**config.mk**
```make
export PLATFORM = sky130hd
export DESIGN_NAME = conv_seq_fsm
export DESIGN_NICKNAME = d
export VERILOG_FILES = /design/src/rtl/conv_pkg.sv /design/src/rtl/edge_det.sv /design/src/rtl/conv_seq_fsm.sv
export SDC_FILE = /design/constraint.sdc
export NUM_CORES = 1
export LEC_CHECK = 0
export CORE_ASPECT_RATIO = 0.5
export CORE_MARGIN = 1.5
export CORE_UTILIZATION = 63
export CTS_BUF_LIST = sky130_fd_sc_hd__clkbuf_8
export CTS_CLUSTER_DIAMETER = 100
export DETAILED_ROUTE_END_ITERATION = 12
export PLACE_DENSITY_LB_ADDON = 0.2
export SYNTH_ARGS = -nofsm -noshare
export SYNTH_HDL_FRONTEND = slang
export SYNTH_SLANG_ARGS = --single-unit
```
**constraint.sdc**
```tcl
create_clock -name CLK100MHZ -period 6.1 [get_ports CLK100MHZ]
set_input_delay 1.22 -clock CLK100MHZ [delete_from_list [all_inputs] [get_ports CLK100MHZ]]
set_output_delay 1.22 -clock CLK100MHZ [all_outputs]
set_load 0.005 [all_outputs]
```
**src/rtl/conv_pkg.sv**
```systemverilog
// Shared types and default sizing for the convolution sequencer.
// State encodings plus a helper that maps a state to its output flags.
package conv_pkg;

    localparam int DEF_NB_ADDRESS = 10;
    localparam int DEF_LATENCY    = 5;
    localparam int DEF_NB_BLK     = 4;

    typedef enum logic [1:0] {
        ST_IDLE  = 2'd0,
        ST_RUN   = 2'd1,
        ST_CHBLK = 2'd2
    } state_t;

    typedef struct packed {
        logic sop;
        logic eop;
        logic chblk;
        logic valid;
        logic busy;
    } flags_t;

    function automatic flags_t state_flags(input state_t st);
        flags_t f;
        f = '0;
        unique case (st)
            ST_IDLE:  f.eop = 1'b1;
            ST_RUN: begin
                f.sop   = 1'b1;
                f.valid = 1'b1;
                f.busy  = 1'b1;
            end
            ST_CHBLK: begin
                f.chblk = 1'b1;
                f.busy  = 1'b1;
            end
            default:  f.eop = 1'b1;
        endcase
        return f;
    endfunction

endpackage

```
**src/rtl/edge_det.sv**
```systemverilog
// Single-bit rising-edge detector for slow GPIO levels.
// The previous-sample register resets high so a level held across reset is not an edge.
module edge_det (
    input  logic CLK100MHZ,
    input  logic rst,
    input  logic i_din,
    output logic o_rise
);

    logic prev;

    always_ff @(posedge CLK100MHZ) begin
        if (rst) prev <= 1'b1;
        else     prev <= i_din;
    end

    assign o_rise = i_din & ~prev;

endmodule

```
**src/rtl/conv_seq_fsm.sv**
```systemverilog
// Frame sequencer for the MCU+Conv pipeline: walks read/write addresses per column
// block, inserts a change-block cycle between blocks, and allows readback stepping in IDLE.
module conv_seq_fsm
    import conv_pkg::*;
#(
    parameter int NB_ADDRESS = DEF_NB_ADDRESS,
    parameter int LATENCY    = DEF_LATENCY,
    parameter int NB_BLK     = DEF_NB_BLK
) (
    input  logic                  CLK100MHZ,
    input  logic                  rst,
    input  logic                  i_start,
    input  logic                  i_next,
    input  logic [NB_ADDRESS-1:0] i_last_addr,
    input  logic [NB_BLK-1:0]     i_nblk,
    output logic [NB_ADDRESS-1:0] o_RAddr,
    output logic [NB_ADDRESS-1:0] o_WAddr,
    output logic                  o_sop,
    output logic                  o_eop,
    output logic                  o_chblk,
    output logic                  o_valid,
    output logic [NB_BLK-1:0]     o_blk_idx,
    output logic                  o_busy
);

    // Run counter needs one extra bit: it reaches last + LATENCY.
    localparam int              CW    = NB_ADDRESS + 1;
    localparam logic [CW-1:0]   LAT_C = CW'(LATENCY);

    logic start_rise;
    logic next_rise;

    state_t                state_q, state_d;
    flags_t                flags_q;
    logic [CW-1:0]         cnt_q, cnt_d, cnt_inc;
    logic [NB_ADDRESS-1:0] raddr_d, waddr_d;
    logic [NB_BLK-1:0]     blk_d;
    logic [NB_ADDRESS-1:0] last_q, last_d;
    logic [NB_BLK-1:0]     nblk_q, nblk_d;
    logic                  run_end;

    edge_det u_start_edge (
        .CLK100MHZ (CLK100MHZ),
        .rst       (rst),
        .i_din     (i_start),
        .o_rise    (start_rise)
    );

    edge_det u_next_edge (
        .CLK100MHZ (CLK100MHZ),
        .rst       (rst),
        .i_din     (i_next),
        .o_rise    (next_rise)
    );

    assign cnt_inc = cnt_q + 1'b1;
    // The block finishes on the cycle whose write address equals the latched last address.
    assign run_end = (cnt_q == ({1'b0, last_q} + LAT_C));

    always_comb begin
        // NOTE: every signal gets a default before the case so no path leaves it unassigned (no latches).
        state_d = state_q;
        cnt_d   = cnt_q;
        raddr_d = o_RAddr;
        waddr_d = o_WAddr;
        blk_d   = o_blk_idx;
        last_d  = last_q;
        nblk_d  = nblk_q;

        unique case (state_q)
            ST_IDLE: begin
                if (start_rise) begin
                    state_d = ST_RUN;
                    cnt_d   = '0;
                    raddr_d = '0;
                    waddr_d = '0;
                    blk_d   = '0;
                    last_d  = i_last_addr;
                    nblk_d  = i_nblk;
                end else if (next_rise) begin
                    waddr_d = '0;
                    raddr_d = (o_RAddr >= last_q) ? '0 : o_RAddr + 1'b1;
                end
            end

            ST_RUN: begin
                if (run_end) begin
                    cnt_d   = '0;
                    raddr_d = '0;
                    waddr_d = '0;
                    state_d = (o_blk_idx == nblk_q) ? ST_IDLE : ST_CHBLK;
                end else begin
                    cnt_d   = cnt_inc;
                    raddr_d = (cnt_inc > {1'b0, last_q}) ? last_q
                                                         : cnt_inc[NB_ADDRESS-1:0];
                    waddr_d = (cnt_inc >= LAT_C) ? NB_ADDRESS'(cnt_inc - LAT_C) : '0;
                end
            end

            ST_CHBLK: begin
                state_d = ST_RUN;
                cnt_d   = '0;
                raddr_d = '0;
                waddr_d = '0;
                blk_d   = o_blk_idx + 1'b1;
            end

            default: begin
                state_d = ST_IDLE;
                cnt_d   = '0;
                raddr_d = '0;
                waddr_d = '0;
            end
        endcase
    end

    // Flags are registered from the next state so every output comes straight from a flop.
    always_ff @(posedge CLK100MHZ) begin
        // NOTE: sequential state uses non-blocking assignments so all flops update from pre-edge values.
        if (rst) begin
            state_q   <= ST_IDLE;
            flags_q   <= state_flags(ST_IDLE);
            cnt_q     <= '0;
            o_RAddr   <= '0;
            o_WAddr   <= '0;
            o_blk_idx <= '0;
            last_q    <= '0;
            nblk_q    <= '0;
        end else begin
            state_q   <= state_d;
            flags_q   <= state_flags(state_d);
            cnt_q     <= cnt_d;
            o_RAddr   <= raddr_d;
            o_WAddr   <= waddr_d;
            o_blk_idx <= blk_d;
            last_q    <= last_d;
            nblk_q    <= nblk_d;
        end
    end

    assign o_sop   = flags_q.sop;
    assign o_eop   = flags_q.eop;
    assign o_chblk = flags_q.chblk;
    assign o_valid = flags_q.valid;
    assign o_busy  = flags_q.busy;

endmodule

```
=== Word level (Yosys, flattened, before mapping) ===
Cells that the tools add are included.

* Register bits: 57
* Output and inout bits: 29
* Logic and storage cells: 62

* Eq/ne operators: 8
* Order comparisons: 3
* Bitwise operators: 4
* Reduce and logical (&&, ||, !) cells: 5
* Add/sub/neg operators: 5
* Multiplexer cells: 24

{| class="wikitable"
|+ Operators by type and width
! kind !! count
|-
| two-way mux 10 bit || 9
|-
| case mux 10 bit (2 select lines) || 2
|-
| two-way mux 11 bit || 2
|-
| case mux 11 bit (2 select lines) || 1
|-
| adder 10 x 3 -> 11 bit (second input constant) || 1
|-
| adder 11 x 1 -> 11 bit (second input constant) || 1
|-
| == test 11 bit || 1
|-
| >= comparator 11 x 3 -> 1 bit (second input constant) || 1
|-
| > comparator 11 x 10 -> 1 bit || 1
|-
| adder 10 x 1 -> 10 bit (second input constant) || 1
|-
| >= comparator 10 bit || 1
|-
| subtractor 10 x 3 -> 10 bit (second input constant) || 1
|-
| case mux 4 bit (2 select lines) || 1
|-
| two-way mux 2 bit || 3
|-
| case mux 2 bit (3 select lines) || 1
|-
| adder 4 x 1 -> 4 bit (second input constant) || 1
|-
| == test 2 x 1 -> 1 bit (second input constant) || 2
|-
| == test 2 bit (second input constant) || 2
|-
| == test 4 bit || 1
|-
| two-way mux 1 bit || 4
|-
| two-way mux 4 bit || 1
|-
| AND reduction 2 bit || 2
|-
| inequality test 3 bit (second input constant) || 1
|-
| AND 1 bit || 2
|-
| other kinds (5) || 6
|}

=== Depth between registers and ports, before layout ===
Gate-level depths: netlist of the first run.

* Word-level depth: 7
* Depth in mapped cells: 13

=== By module ===
A second synthesis of the first run with hierarchy kept.

* Cell total of the unflattened synthesis: 452
* Area total of the unflattened synthesis: 3682.3 µm²

{| class="wikitable"
|+ By module, submodules not included
! module !! seq. area each (µm²) !! area an instance (µm²) !! times used !! cells an instance
|-
| conv_seq_fsm || 1101.1 || 3617.2 || 1 || 446
|-
| edge_det || 20.0 || 32.5 || 2 || 3
|}

=== Worst setup path after synthesis of the first run ===
Ideal clock, no wire load.

* Path kind: register to register
* Start point: register cnt_q[0]
* End point: register o_RAddr[9]
* Path slack: 3.027 ns
* Data arrival time: 2.937 ns
* Stages on the path, launching flop included: 14
* Path buffers: 1
* Period minus slack after synthesis: 3.073 ns
* Setup time: 0.136 ns
* Cells stage by stage: dfxtp_1 ha_1 buf_2 nand4_1 o21a_1 nor2_1 inv_1 ha_1 a21o_1 a211oi_1 a311o_1 nand2_1 a2111oi_0 a211oi_1

* Word-level cells in the longest chain between the ends: 5
* Elaborated cells on any way between the ends: 6
* Classes of those cells: 1 x add/sub; 1 x order compare; 1 x eq/ne; 3 x mux

{| class="wikitable"
|+ Ends and longest elaborated chain
! element !! RTL line !! RTL
|-
| start: declaration || conv_seq_fsm.sv:35 || <nowiki>logic [CW-1:0] cnt_q, cnt_d, cnt_inc;</nowiki>
|-
| start signal: assignment || conv_seq_fsm.sv:132 || <nowiki>cnt_q <= cnt_d;</nowiki>
|-
| adder 11 x 1 -> 11 bit || conv_seq_fsm.sv:56 || <nowiki>assign cnt_inc = cnt_q + 1'b1;</nowiki>
|-
| > comparator 11 x 10 -> 1 bit || conv_seq_fsm.sv:94 || <nowiki>raddr_d = (cnt_inc > {1'b0, last_q}) ? last_q</nowiki>
|-
| two-way mux 10 bit || conv_seq_fsm.sv:94 ||
|-
| two-way mux 10 bit (*) || conv_seq_fsm.sv:87 || <nowiki>if (run_end) begin</nowiki>
|-
| case mux 10 bit (2 select lines) (*) || conv_seq_fsm.sv:70 || <nowiki>unique case (state_q)</nowiki>
|-
| end signal: assignment || conv_seq_fsm.sv:133 || <nowiki>o_RAddr <= raddr_d;</nowiki>
|-
| end: declaration || conv_seq_fsm.sv:16 || <nowiki>output logic [NB_ADDRESS-1:0] o_RAddr,</nowiki>
|}

Mark *: on every way between the ends. The rest lies on a longest branch, timed or not.
A chain may end at the register's enable or synchronous reset.

=== Worst setup path after layout of the first run ===
Same ends and word-level chain as after synthesis.

==> metrics.md, run 1 <==
| Metric | Value |
|---|---|
| Result of the run | `finished, final reports clean` |
| Startpoint kind of the worst setup timing path | `flop` |
| Leading area contributor after synthesis | `sky130_fd_sc_hd__dfxtp_1` |
| Initial DRC Count | `456` |
| Compound-cell area share of the yosys netlist | `24.4%` |
| Cell chosen for the clock root | `sky130_fd_sc_hd__clkbuf_8` |
| Part of the Yosys area used for sequential elements | `29.4%` |
| Hold WC Path Type | `reg -> reg` |
| Main area contributors after synthesis | `sky130_fd_sc_hd__dfxtp_1, sky130_fd_sc_hd__ha_1, sky130_fd_sc_hd__nand2_1, sky130_fd_sc_hd__xnor2_1, sky130_fd_sc_hd__a21oi_1` |
| Top flip-flop cell by instance count after synthesis | `sky130_fd_sc_hd__dfxtp_1` |
| Hold endpoint | `nblk_q[2]` |
| GPL Wtd Cong | `0.950` |
| Maximum fanout along the worst path | `15` |
| Final routed wire length divided by cell count | `17.8 microns` |
| Parity-gate share of the synthesized area counting xor and xnor cells | `7.56%` |
| Detailed-router iteration count before antenna repair | `5` |
| Family of cells with the greatest summed delay on the critical path | `compound AO/OA/AOI/OAI gates` |
| Level count of the clock H-tree | `3` |
| Total wirelength of the detailed-routed design | `10500 microns` |
| Sink count of the clock tree | `57` |
| Kind of critical path | `reg -> reg` |
| Mapped Nets | `529` |
| Start of the worst register-to-register path | `cnt_q[0]` |
| Area share of the largest cell type after synthesis | `29.4%` |
| Synth-to-layout area growth | `17.2%` |
| Pin count of the biggest net entering global routing | `32` |
| Setup fix buffers added after clock tree synthesis | `0` |
| Row cnt | `19` |
| Buffer and inverter count on the worst path | `1` |
| Simple-gate area share of the yosys netlist | `22.8%` |
| Clock transition time at the flip-flop clock pins of the worst setup and hold paths | `0.07 ns` |
| Maximum frequency from static timing analysis | `0.255 GHz` |
| Largest family of logic cells by synthesized area | `compound AO/OA/AOI/OAI gates` |
| Routed vias/inst | `6.54` |
| Initial antenna violation count | `0` |
| Min-Delay Path Depth | `2` |
| YS warnings | `0` |
| Hold Fails Final Rpt | `0` |
| Maximum clock skew at final layout | `0.0101 ns` |
| Startpoint of the most critical hold path | `nblk_q[2]` |
| Number of diodes added for antenna fixing | `0` |
| Port buffer count | `46` |
| Setup slack on the worst flop-to-flop path | `2.18 ns` |
| Worst r2r path cells | `12` |
| Boundary pin count | `47` |
| Global-route wire length before repair | `17000 microns` |
| Post-synthesis area per instance | `8.02 sq um` |
| Synth Area in Adders | `9.04%` |
| Number of filler instances in the final layout | `418` |
| Via count of the first global-routing pass | `3427` |
| CTS tree | `done` |
| Synthesized instance count | `483` |
| Number of enable flip-flop cells after synthesis | `0` |
| Final antenna-violating net count | `0` |
| CTS Buf Count | `9` |
| Netlist Area Pre-Place | `0.00387 sq mm` |
| Mux cell area share after synthesis | `0.517%` |
| Arr. time, crit path | `4.15 ns` |
| Leakage component of the power | `1.73 nW` |
| Fin crit period | `3.92 ns` |
| Post-DP HPWL | `7680 microns` |
| Setup Viol. Count Final | `0` |
| Overall global routing resource usage | `33.8%` |
| End of the worst register-to-register path | `o_RAddr[9]` |
| Cell area power density | `209 mW/mm^2` |
| DRC Markers | `0` |
| Yosys reg bits | `57` |
| Area enclosed by the die boundary | `0.00666 sq mm` |
| Total number of nets in the final design | `561` |
| Tot Pwr | `0.949 mW` |
| Proportion of layout cells with a drive suffix above 1 | `6.35%` |
| Cts repair resizes | `0` |
| Kind of capture point of the worst setup path | `flop` |
| Worst vdd ir | `0.000159 V` |
| Delay of the slowest cell on the worst path | `0.62 ns` |
| Via Count | `3880` |
| CTS Buffer Depth | `2` |
| Crit-path slowest cell | `sky130_fd_sc_hd__dfxtp_1` |
| RSZ-0062 raised after global routing | `no` |
| Worst rel slew slack | `48.9%` |
| Final Cycle Share | `64.2%` |
| Pins over their slew limit | `0` |
| Setup tns final | `0 ns` |
| Core box area | `0.00571 sq mm` |
| Share of synthesized flip-flops with an asynchronous set or reset | `0%` |
| Number of distinct library cell variants in the gate-level netlist after synthesis | `64` |
| Transition time of the tightest slew-check pin | `0.764 ns` |
| Starting density of the core | `67.9%` |
| Clk_lat worst skew | `0.36 ns` |
| CP Cell Sequence | `ha_1 -> nand4_1 -> o21a_1 -> nor2_1 -> inv_1 -> ha_1 -> a21o_1 -> a211oi_1 -> a311o_1 -> nand2_1 -> a2111oi_0 -> a211oi_1` |
| Overall die height | `58.5 microns` |
| Horizontal extent of the die | `114 microns` |
| Final global-route overflow total | `0` |
| CP Data Required Time | `6.33 ns` |
| Number of violations of the max-capacitance limit | `0` |
| Hold buffer count at cts | `0` |
## power by group
group	internal, mW	switching [mW]
combinational	0.0480	0.0676
sequential	0.380	0.0124
clock	0.280	0.161
total	0.708	0.241
## logic make-up (layout without fill, tap and decap cells)
logic type,count (synthesis),count (layout)
AND/OR/NAND/NOR,174,174
AO/OA/AOI/OAI,138,138
flip-flops,57,57
buffers and inverters,53,90
XOR/XNOR,31,31
adder cells (fa/ha/maj),28,28
multiplexers,2,2
## worst max-delay path by stage
| stage | from | to | slack [ns] | cells after the start |
|---|---|---|---|---|
| final | cnt_q[0] | o_RAddr[9] | 2.18 | 12 |
| after global routing | cnt_q[0] | o_RAddr[8] | 1.92 | 11 |
| after CTS | cnt_q[0] | o_RAddr[9] | 2.29 | 12 |
| after detailed placement | cnt_q[0] | o_RAddr[9] | 2.30 | 12 |
| after global placement | cnt_q[0] | o_RAddr[9] | 2.42 | 12 |
| after floorplan | cnt_q[0] | o_RAddr[9] | 3.03 | 13 |
## layout make-up
| cell class | count | area [sq um] | share of cell area, % |
|---|---|---|---|
| multi-input cells | 373 | 2490 | 54.9 |
| flip-flops and latches | 57 | 1140 | 25.1 |
| repair buffers | 48 | 475 | 10.5 |
| clock buffers | 10 | 138 | 3.03 |
| clock inverters | 6 | 106 | 2.34 |
| inverters | 26 | 97.6 | 2.15 |
| well taps | 73 | 91.3 | 2.01 |
## synthesized netlist by cell type, types with 3 or more instances
library cell                number
sky130_fd_sc_hd__clkbuf_1        9
sky130_fd_sc_hd__buf_2          11
sky130_fd_sc_hd__nand3b_1        4
sky130_fd_sc_hd__a21oi_1        41
sky130_fd_sc_hd__a211oi_1        6
sky130_fd_sc_hd__nor3_1         13
sky130_fd_sc_hd__nor2_1         27
sky130_fd_sc_hd__or3_1           8
sky130_fd_sc_hd__nor2b_1         7
sky130_fd_sc_hd__xor2_1          5
sky130_fd_sc_hd__buf_4           4
sky130_fd_sc_hd__o22ai_1         7
sky130_fd_sc_hd__a22o_1         11
sky130_fd_sc_hd__nand2b_1        6
sky130_fd_sc_hd__o211ai_1        3
sky130_fd_sc_hd__inv_1          25
sky130_fd_sc_hd__or2_2           5
sky130_fd_sc_hd__a31oi_1         5
sky130_fd_sc_hd__xnor2_1        24
sky130_fd_sc_hd__and2_1          6
sky130_fd_sc_hd__a211o_1         4
sky130_fd_sc_hd__a21o_1          7
sky130_fd_sc_hd__a41oi_1         3
sky130_fd_sc_hd__nand2_1        56
sky130_fd_sc_hd__and3_1          7
sky130_fd_sc_hd__o21a_1          3
sky130_fd_sc_hd__o21ai_0        20
sky130_fd_sc_hd__nand3_1        15
sky130_fd_sc_hd__dfxtp_1        57
sky130_fd_sc_hd__o2111ai_1       3
sky130_fd_sc_hd__nand4_1         9
sky130_fd_sc_hd__a221oi_1        6
sky130_fd_sc_hd__ha_1           28
## registers in the layout (all words and copies together), names as in the netlist
name and count:
state_q 2, last_q 10, nblk_q 4, o_chblk 1, u_next_edge.prev 1, o_busy 1, o_RAddr 10, cnt_q 11
o_blk_idx 4, u_start_edge.prev 1, o_eop 1, o_WAddr 10, o_valid 1
## stage by stage
step	utilization [%]	cells	hold WS (ns)	setup slack [ns]	cell area [sq um]
floorplan	-	483	0.449	3.03	3870
finish	79.6	593	0.470	2.18	4540
global placement	75.3	577	0.442	2.42	4300
detailed placement	75.3	577	0.452	2.30	4300
CTS	79.6	593	0.471	2.29	4540
global route	79.6	593	0.504	1.92	4540
## layer usage
layer | track usage, % | routed length [microns] | up-vias | part of all wire, %
met1 | 46.3 | 4680 | 1813 | 44
met4 | 11.6 | 241 | 0 | 2.3
li1 | - | - | 1819 | -
met5 | 0 | 0 | - | 0
met3 | 11.2 | 1170 | 32 | 11
met2 | 50.3 | 4440 | 216 | 42
## cells in the final DEF, fill, tap and decap left out, drive strengths merged, types with 5 or more instances in the layout
cell type / count
nand4: 10
or2: 5
a31oi: 5
nor2: 27
nand3: 16
clkdlybuf4s50: 46
a21o: 7
nor2b: 7
and2: 6
o22ai: 7
clkbuf: 10
a211oi: 7
and3: 7
a22o: 11
inv: 27
xor2: 5
or3: 8
nand2: 56
dfxtp: 57
nand2b: 6
nor3: 13
xnor2: 25
ha: 28
a221oi: 6
o21ai: 21
a21oi: 41
## tightest hold or removal path: stages, from the launching register on
cell	delay (ns)
sky130_fd_sc_hd__dfxtp_1	0.32
sky130_fd_sc_hd__nand2_1	0.05
sky130_fd_sc_hd__a21oi_1	0.05
(Power assumes the default switching activity.)
==> run 2, diff against run 1 <==
- CORE_UTILIZATION: 63 -> 53
- clock period: 6.1 -> 3.2 ns (I/O delays scaled with it)
==> run 2 against run 1 <==
Via count up 0.70%. Wire length rose by 5.1%. First-iteration DRC count shrank 14%. Fmax increased by 31%. Critical path depth decreased by 1. Power grew 82%. Count of clock-buffer cells in the layout fell by 1. Combinational power rose by 110%. Sequential share of layout area decreased by 0.88 points. Clock skew fell by 0.0020 ns. Final cell count up 6.9%. Worst hold slack lost 0.0043 ns. Critical path type unchanged. Largest cell class unchanged.
==> metrics.md, run 2 (synthesis results as in run 1) <==
| Metric | Value |
|---|---|
| Maximum fanout along the worst path | `4` |
| Initial antenna violation count | `0` |
| Setup Viol. Count Final | `0` |
| Startpoint of the most critical hold path | `o_WAddr[9]` |
| Leading cell types in the layout, fill and taps excluded | `sky130_fd_sc_hd__nand2_1, sky130_fd_sc_hd__dfxtp_1, sky130_fd_sc_hd__clkdlybuf4s50_1` |
| Arr. time, crit path | `3.29 ns` |
| End of the worst register-to-register path | `o_RAddr[8]` |
| Hold endpoint | `o_WAddr[9]` |
| CTS Buf Count | `9` |
| Instance area after placement | `0.00449 sq mm` |
| Final antenna-violating net count | `0` |
| Number of diodes added for antenna fixing | `0` |
| Overall die height | `63.5 microns` |
| Starting density of the core | `56.3%` |
| Final routed wire length divided by cell count | `17.5 microns` |
| Proportion of layout cells with a drive suffix above 1 | `10.9%` |
| Transition time of the tightest slew-check pin | `0.849 ns` |
| Worst r2r path cells | `11` |
| Fin crit period | `2.99 ns` |
| Global-route wire length before repair | `18000 microns` |
| Total wirelength of the detailed-routed design | `11100 microns` |
| Number of violations of the max-capacitance limit | `0` |
| Final Cycle Share | `93.4%` |
| Pin count of the biggest net entering global routing | `27` |
| Maximum frequency from static timing analysis | `0.335 GHz` |
| Cell area power density | `366 mW/mm^2` |
| Delay of the slowest cell on the worst path | `0.38 ns` |
| Overall global routing resource usage | `30.3%` |
| Kind of capture point of the worst setup path | `flop` |
| Kind of critical path | `reg -> reg` |
| Synth-to-layout area growth | `21.7%` |
| Routed vias/inst | `6.16` |
| Initial DRC Count | `394` |
| Result of the run | `finished, final reports clean` |
| Largest register FFs | `11` |
| Cell Count, Final, Fillers Out | `634` |
| Worst vdd ir | `0.000236 V` |
| Cell chosen for the clock root | `sky130_fd_sc_hd__clkbuf_8` |
| Horizontal extent of the die | `124 microns` |
| Setup slack on the worst flop-to-flop path | `0.21 ns` |
| Final global-route overflow total | `0` |
| Pins over their slew limit | `0` |
| Maximum clock skew at final layout | `0.00809 ns` |
| Setup WS pre-CTS | `0.103 ns` |
| Setup tns final | `0 ns` |
| Leading cell type in the layout, fill and taps excluded | `sky130_fd_sc_hd__nand2_1` |
| DRC Markers | `0` |
| Family of cells with the greatest summed delay on the critical path | `simple AND/OR/NAND/NOR gates` |
| Register containing the most flip-flops in the final layout | `cnt_q` |
| Setup ws final | `0.212 ns` |
| Total number of nets in the final design | `584` |
| CTS Buffer Depth | `2` |
| Post-DP HPWL | `8220 microns` |
| Detailed-router iteration count before antenna repair | `5` |
| Clk_lat worst skew | `0.35 ns` |
| Area enclosed by the die boundary | `0.00786 sq mm` |
| CP Cell Sequence | `nand4_1 -> or3_1 -> and2_1 -> inv_1 -> ha_1 -> or3_1 -> a21oi_1 -> a311o_1 -> a21oi_1 -> a2111oi_2 -> o221a_1` |
| Buffer and inverter count on the worst path | `1` |
| Level count of the clock H-tree | `3` |
| Total non-filler cell area in the finished layout | `0.00472 sq mm` |
| Crit-path slowest cell | `sky130_fd_sc_hd__or3_1` |
| Startpoint kind of the worst setup timing path | `flop` |
| Core box area | `0.00688 sq mm` |
| GPL Wtd Cong | `0.955` |
| Min-Delay Path Depth | `2` |
| CP Data Required Time | `3.50 ns` |
| Start of the worst register-to-register path | `cnt_q[1]` |
| Tot Pwr | `1.73 mW` |
| Via Count | `3907` |
| Clock transition time at the flip-flop clock pins of the worst setup and hold paths | `0.07 ns` |
| Sink count of the clock tree | `57` |
| Row cnt | `21` |
| CTS tree | `done` |
| Hold WC Path Type | `reg -> reg` |
| Worst rel slew slack | `43.2%` |
| Via count of the first global-routing pass | `3461` |
| Inst Count DP | `619` |
| Hold Fails Final Rpt | `0` |
| Critical path origin | `cnt_q[1]` |
| Port buffer count | `46` |
| Boundary pin count | `47` |
| Leakage component of the power | `1.83 nW` |
| Setup fix buffers added after clock tree synthesis | `0` |
run 2: changes by cell type in the layout (fill, tap and decap cells not counted), sizes merged:
| cell | before | now |
|---|---|---|
| clkbuf | 10 | 9 |
| bufinv | 3 | 2 |
| clkinv | 1 | 2 |
| buf | 2 | 25 |
run 2: worst max-delay path by stage:
| stage | end | slack, ns | depth (start not counted) |
|---|---|---|---|
| after floorplan | o_RAddr[9] | 0.13 | 13 |
| after global placement | o_RAddr[8] | 0.20 | 12 |
| after detailed placement | o_RAddr[8] | 0.10 | 11 |
| after CTS | o_RAddr[8] | 0.08 | 12 |
| after global routing | o_RAddr[1] | -0.004 | 12 |
| final | o_RAddr[8] | 0.21 | 11 |
run 2: per-stage QoR:
| stage | utilization, % | hold slack, ns |
|---|---|---|
| after floorplan | - | 0.449 |
| after CTS | 68.3 | 0.467 |
| final | 68.5 | 0.466 |
| after global placement | 65.3 | 0.453 |
| after detailed placement | 65.3 | 0.453 |
| after global routing | 68.5 | 0.492 |
run 2: worst min-delay path: cells and delay by family (launching register included):
kind,cells,cell delay [ns]
compound gates,1,0.05
simple gates,1,0.05
flops,1,0.33
run 2: timing repair:
| action | CTS | global route |
|---|---|---|
| hold buffers | 0 | 0 |
| resized for setup | 0 | 6 |
| endpoints found under the hold margin | 0 | 0 |
| setup endpoints to repair | 0 | 8 |
run 2: area by class of cell:
cell class | instances | area (sq um)
clock buffers | 9 | 124
clock inverters | 6 | 85.1
repair buffers | 71 | 648
fillers | 599 | 2170
multi-input cells | 373 | 2500
inverters | 26 | 97.6
flip-flops and latches | 57 | 1140
well taps | 92 | 115
run 2: report_power, final:
group          internal, mW  total (mW)  switching, mW
registers             0.724       0.746         0.0215
logic                 0.104       0.247          0.143
clock network         0.430       0.734          0.303
run 2: routing by layer:
| metal | global-route usage (%) | wire [microns] | part of all wire, % | up-vias |
|---|---|---|---|---|
| met4 | 8.81 | 210 | 1.9 | 0 |
| met1 | 44.0 | 5080 | 46 | 1793 |
| met3 | 8.42 | 1140 | 10 | 26 |
| li1 | - | - | - | 1879 |
| met2 | 43.4 | 4630 | 42 | 209 |
| met5 | 0 | 0 | 0 | - |
